===== config.mk =====
export PLATFORM = sky130hd
export DESIGN_NAME = fsm_serial_bit_receiver
export DESIGN_NICKNAME = d
export VERILOG_FILES = /design/src/rtl/fsm_serial_bit_receiver.sv
export SDC_FILE = /design/constraint.sdc
export NUM_CORES = 1
export LEC_CHECK = 0
export ABC_CLOCK_PERIOD_IN_PS = 2050
export BUFFER_PORTS_ARGS = -buffer_cell sky130_fd_sc_hd__buf_2
export CAP_MARGIN = 10
export CELL_PAD_IN_SITES_DETAIL_PLACEMENT = 0
export CELL_PAD_IN_SITES_GLOBAL_PLACEMENT = 2
export CORE_ASPECT_RATIO = 2
export CORE_MARGIN = 4
export CORE_UTILIZATION = 38
export CTS_CLUSTER_SIZE = 20
export DETAILED_ROUTE_END_ITERATION = 16
export GPL_ROUTABILITY_DRIVEN = 0
export PLACE_DENSITY = 0.78
export SLEW_MARGIN = 10
export SYNTH_ARGS = -nofsm -noshare
export SYNTH_HDL_FRONTEND = slang
export SYNTH_SLANG_ARGS = --single-unit

===== constraint.sdc =====
create_clock -name iclk -period 2.05 [get_ports iclk]
set_input_delay 0.3075 -clock iclk [delete_from_list [all_inputs] [get_ports iclk]]
set_output_delay 0.3075 -clock iclk [all_outputs]
set_load 0.02 [all_outputs]

===== src/rtl/fsm_serial_bit_receiver.sv =====
// Serial-to-parallel receiver: rebuilds an LSB-first DATA_W-bit frame, counts its ones,
// and aborts a frame with an error pulse when the idle gap between bits reaches TMO cycles.
module fsm_serial_bit_receiver #(
  parameter int DATA_W = 8,
  parameter int CNT_W  = 4,
  parameter int TMO    = 15
) (
  input  logic              iclk,
  input  logic              irstn,
  input  logic              i_start,
  input  logic              i_valid,
  input  logic              i_sbit,
  output logic [DATA_W-1:0] o_data,
  output logic [CNT_W-1:0]  o_bit_cnt,
  output logic              o_done,
  output logic              o_err,
  output logic              o_busy
);

  localparam int IW = $clog2(DATA_W);
  localparam int GW = (TMO > 1) ? $clog2(TMO) : 1;

  typedef enum logic [1:0] {IDLE, RECV, DONE} state_t;

  state_t            state;
  logic [DATA_W-2:0] shift_q;
  logic [IW-1:0]     idx;
  logic [CNT_W-1:0]  ones;
  logic [GW-1:0]     gap;
  logic [DATA_W-1:0] shift_nxt;

  // Bit 0 of the architectural shift register is always shifted out before it is read,
  // so only the upper DATA_W-1 bits are stored; the full word exists only at capture.
  assign shift_nxt = {i_sbit, shift_q};

  always_ff @(posedge iclk or negedge irstn) begin
    if (!irstn) begin
      state     <= IDLE;
      shift_q   <= '0;
      idx       <= '0;
      ones      <= '0;
      gap       <= '0;
      o_data    <= '0;
      o_bit_cnt <= '0;
      o_done    <= 1'b0;
      o_err     <= 1'b0;
      o_busy    <= 1'b0;
    end else begin
      o_done <= 1'b0;
      o_err  <= 1'b0;
      case (state)
        IDLE: begin
          if (i_start) begin
            state   <= RECV;
            shift_q <= '0;
            idx     <= '0;
            ones    <= '0;
            gap     <= '0;
            o_busy  <= 1'b1;
          end
        end
        RECV: begin
          if (i_valid) begin
            shift_q <= shift_nxt[DATA_W-1:1];
            ones    <= ones + CNT_W'(i_sbit);
            gap     <= '0;
            if (idx == IW'(DATA_W - 1)) begin
              o_data    <= shift_nxt;
              o_bit_cnt <= ones + CNT_W'(i_sbit);
              o_done    <= 1'b1;
              state     <= DONE;
            end else begin
              idx <= idx + IW'(1);
            end
          end else if (gap == GW'(TMO - 1)) begin
            // Stalled frame: drop the partial word, keep the last good result.
            o_err  <= 1'b1;
            o_busy <= 1'b0;
            state  <= IDLE;
          end else begin
            gap <= gap + GW'(1);
          end
        end
        DONE: begin
          state  <= IDLE;
          o_busy <= 1'b0;
        end
        default: begin
          state  <= IDLE;
          o_busy <= 1'b0;
        end
      endcase
    end
  end

endmodule


======== After elaboration in Yosys (flattened, before gate mapping) ========
Cells that the tools add are included.
word-level totals
  flip-flop bits (word level) ............. 35
  input port bits ......................... 5
  logic and storage cells ................. 60
operators by class
  add/subtract/negate cells ............... 3
  eq/ne operators ......................... 11
  multiplexer cells ....................... 28
  reduce and logical (&&, ||, !) cells .... 8
operators with widths
  cell                                                             count
  4-bit 2-to-1 mux                                                 4
  4-bit case mux with 2 select lines                               2
  3-bit AND reduction                                              5
  7-bit 2-to-1 mux                                                 2
  7-bit case mux with 2 select lines                               1
  2-bit inequality test, second input constant                     5
  1-bit 2-to-1 mux                                                 9
  3-bit 2-to-1 mux                                                 3
  3-bit inequality test, second input constant                     3
  2-bit 2-to-1 mux                                                 4
  3-bit case mux with 2 select lines                               1
  4-bit by 1-bit adder with 4-bit output                           1
  4-bit by 1-bit adder with 4-bit output, second input constant    1
  4-bit == test, second input constant                             1
  2-bit case mux with 2 select lines                               1
  4-bit AND reduction                                              1
  3-bit by 1-bit adder with 3-bit output, second input constant    1
  3-bit == test, second input constant                             1
  2-bit by 1-bit == test with 1-bit output, second input constant  1
  2-bit zero test                                                  1
  1-bit case mux with 2 select lines                               1
  2-bit nonzero test                                               1

======== Logic depth before layout (Yosys ltp) ========
  word-level depth ........................ 4
  mapped depth ............................ 6
  gate-level depth less buffers ........... 5

======== Least setup slack after synthesis ========
Ideal clock, no wire load.
  path type ............................... register -> register
  start point ............................. register idx[0]
  end point ............................... register o_bit_cnt[1]
  setup time .............................. 0.125 ns
  data arrival time ....................... 1.394 ns
  setup slack ............................. 0.531 ns
  stages on the path, launching flop included .. 6
  path buffers ............................ 1
  clock period less this slack ............ 1.519 ns
  path through ............................ dfrtp_1 ha_1 ha_1 nand4b_4 buf_6 mux2_2
on the way
  longest elaborated chain between the ends .. 2
ends and longest elaborated chain
  element                        line  RTL
  start, declared                27    logic [IW-1:0] idx;
  start signal, assigned         73    idx <= idx + IW'(1);
  3-bit == test                  67    if (idx == IW'(DATA_W - 1)) begin
  3-bit AND reduction (no line)  --
  end signal, assigned           69    o_bit_cnt <= ones + CNT_W'(i_sbit);
  end, declared                  14    output logic [CNT_W-1:0] o_bit_cnt,
No other way between the ends.
A chain may end at the register's enable or synchronous reset.

======== Worst setup path in the final report ========
  start point ............................. register idx[0]
  end point ............................... register o_data[2]
on the way
  longest elaborated chain between the ends .. 2
ends and longest elaborated chain
  element                        line  RTL
  3-bit == test                  67
  3-bit AND reduction (no line)  --
  end signal, assigned           68    o_data <= shift_nxt;
  end, declared                  13    output logic [DATA_W-1:0] o_data,
No other way between the ends.

==> impl_metrics.env <==
export IMPL_status="finished clean"
export IMPL_comb_power_share_pct=27.8
export IMPL_tns_ps=0
export IMPL_cp_required_ps=2220
export IMPL_grt_pass1_vias=973
export IMPL_fin_crit_ps=1590
export IMPL_hold_violations=0
export IMPL_place_ws_ps=459
export IMPL_grt_usage_pct=12.5
export IMPL_syn_avg_cell_area_um2=13.2
export IMPL_power_leakage_uw=0.000920
export IMPL_grt_pass1_wl_mm=4.73
export IMPL_p_per_area_nw_per_um2=1340
export IMPL_detail_route_iter0_violations=18
export IMPL_crit_path_start_kind="flip-flop"
export IMPL_initial_core_util_pct=39.5
export IMPL_grt_max_degree=36
export IMPL_netlist_area_um2=1540
export IMPL_power_internal_uw=1620
export IMPL_vias=968
export IMPL_rows=32
export IMPL_hold_path_class="in -> async"
export IMPL_ant_nets=0
export IMPL_slew_headroom_pct=49.1
export IMPL_setup_ws_ps=461
export IMPL_syn_nets=127
export IMPL_synth_edff_count=0
export IMPL_diodes=0
export IMPL_fin_nets=147
export IMPL_ir_drop_uv=628
export IMPL_rrSetupSlack_ps=460
export IMPL_p_total_uw=2370
export IMPL_die_area_um2=5180
export IMPL_crit_path_end_kind="flip-flop"
export IMPL_htree_num_levels=2
export IMPL_cts_num_sinks=35
export IMPL_syn_inst=116
export IMPL_ys_seq_elements=35
export IMPL_switching_power_uw=748
export IMPL_slew_viol_final=0
export IMPL_cts_tree="built"
export IMPL_reg2reg_depth=4
export IMPL_ys_types=35
export IMPL_cp_max_fo=16
export IMPL_root_buffer="clkbuf_8"
export IMPL_hpwl_mm=1.98
export IMPL_synth_flop_cell="dfrtp_1"
export IMPL_wl_per_cell_um=14.5
export IMPL_clockBufferDepth=2
export IMPL_cap_violations=0
export IMPL_grt_remaining_overflow=0
export IMPL_dr_pass1_iters=4
export IMPL_tightest_slew_ps=763
export IMPL_numCtsBuffers=5
export IMPL_rr_endpoint="o_data[2]"
export IMPL_antenna_found_initial=0
export IMPL_path_class="reg -> reg"
export IMPL_drc=0
export IMPL_io_buffers=19
export IMPL_clock_power_share_pct=26.7
export IMPL_ys_seq_area_share_pct=57.0
export IMPL_die_h_um=97.9
export IMPL_vias_per_cell=5.15
export IMPL_async_flop_share_pct=100
export IMPL_netSwitchingFraction_pct=31.6
export IMPL_areaGrowthSynthToFinish_pct=15.1
export IMPL_finalCritPeriodShare_pct=77.5
export IMPL_synth_top_area_cell="dfrtp_1"
export IMPL_rsz0062_at_grt="no"
export IMPL_synth_warnings=0
export IMPL_timing_rr_start="idx[0]"
export IMPL_register_area_um2=876
export IMPL_die_x_um=52.9
export IMPL_final_core_util_pct=45.5
export IMPL_core_area_um2=3880
export IMPL_drt_total_wl_mm=2.73
export IMPL_layout_drive_gt1_share_pct=30.7
export IMPL_setup_viol=0
export IMPL_clk_pin_slew_ps=70
export IMPL_post_cts_buffers=0
export IMPL_multi_input_area_um2=596
export IMPL_fin_skew_ps=8.05
export IMPL_clkLatencyLatePin_ps=280
export IMPL_fmax_mhz=629
export IMPL_hold_buffers=0
export IMPL_fillers=372
export IMPL_cp_arrival_ps=1750
export IMPL_cts_resized_gates=0
export IMPL_ys_top_cells_by_area="dfrtp_1 (57%), mux2_2 (8.1%), a22o_1 (6.3%), ha_1 (4.9%), nand4b_4 (1.5%)"
export IMPL_synthDominantCellAreaShare_pct=57.0
export IMPL_ioPinCount=20
export IMPL_pwr_share_seq_pct=45.5
==> how the worst max path moves through the flow <==
stage / end / slack (ps) / start / depth (start not counted)
final: o_data[2] / 460 / idx[0] / 4
after CTS: o_data[2] / 440 / idx[0] / 4
after detailed placement: o_data[7] / 460 / idx[0] / 4
after floorplan: o_bit_cnt[1] / 530 / idx[0] / 5
after global routing: shift_q[2] / 370 / state[0] / 3
after global placement: o_bit_cnt[1] / 480 / idx[0] / 4
==> registers in the layout (all words and copies together) (netlist names) <==
register   count
o_busy         1
o_bit_cnt      4
state          2
o_err          1
o_done         1
idx            3
ones           4
shift_q        7
o_data         8
gap            4
==> cell families after synthesis <==
family,after synthesis,synth area share [%]
flops,35,57.0
simple gates,19,8.64
xor+xnor,2,1.14
buf+inv,11,4.16
fa+ha+maj,6,4.89
mux,13,9.37
compound gates,30,14.8
==> through the flow <==
step	std cells	cell area (µm²)	hold slack, ps
global route	188	1770	153
global placement	180	1650	421
CTS	188	1770	127
detailed placement	180	1650	437
floorplan	116	1540	11.9
finish	188	1770	94.9
==> final cells by class <==
type                            count  share of cell area, %
Clock buffer                        6                   4.67
Clock inverter                      2                   1.98
Inverter                            5                   1.06
Multi-Input combinational cell     70                   33.7
Sequential cell                    35                   49.6
Tap cell                           51                   3.61
Timing Repair Buffer               19                   5.38
==> per-layer routing <==
layer,share of wire (%),up-vias,global-route usage (%),wire length (µm)
li1,-,463,-,-
met1,38,478,14.9,1030
met2,55,20,20.0,1500
met3,4.6,7,3.36,126
met4,2.3,0,6.50,63
met5,0,-,0,0
==> cell usage in the layout, fill, tap and decap left out, drive strengths merged, types with 2 or more instances in the layout <==
cell type  netlist  routed
inv              5       5
nor2             2       2
nand3            4       4
clkbuf           0       6
nand2            5       5
a22o            11      11
ha               6       6
mux2            11      11
a21oi            3       3
dfrtp           35      35
mux2i            2       2
o21bai           2       2
buf              6      19
o21ai            4       4
==> power groups by stage <==
stage / clock network (µW) / registers, µW / logic [µW]
finish: 632 / 1080 / 657
global route: 681 / 1110 / 737
CTS: 658 / 1080 / 672
detailed placement: 0 / 1090 / 672
global placement: 0 / 1080 / 654
floorplan: 0 / 1140 / 419
==> worst max-delay path: stages (launching register included) <==
cell and delay [ps]:
dfrtp_1 390, ha_1 200, ha_1 260, nand4b_4 250, mux2_2 370
==> cell usage after synthesis (2+ instances only) <==
cell      instances
dfrtp_1          35
o21bai_1          2
nor2_1            2
a22o_1           11
buf_6             2
inv_1             5
mux2i_1           2
nand2_1           5
a21oi_1           3
buf_2             3
mux2_2           11
ha_1              6
o21ai_0           4
nand3_1           4
No activity file was read; power rests on OpenSTA's default activity.
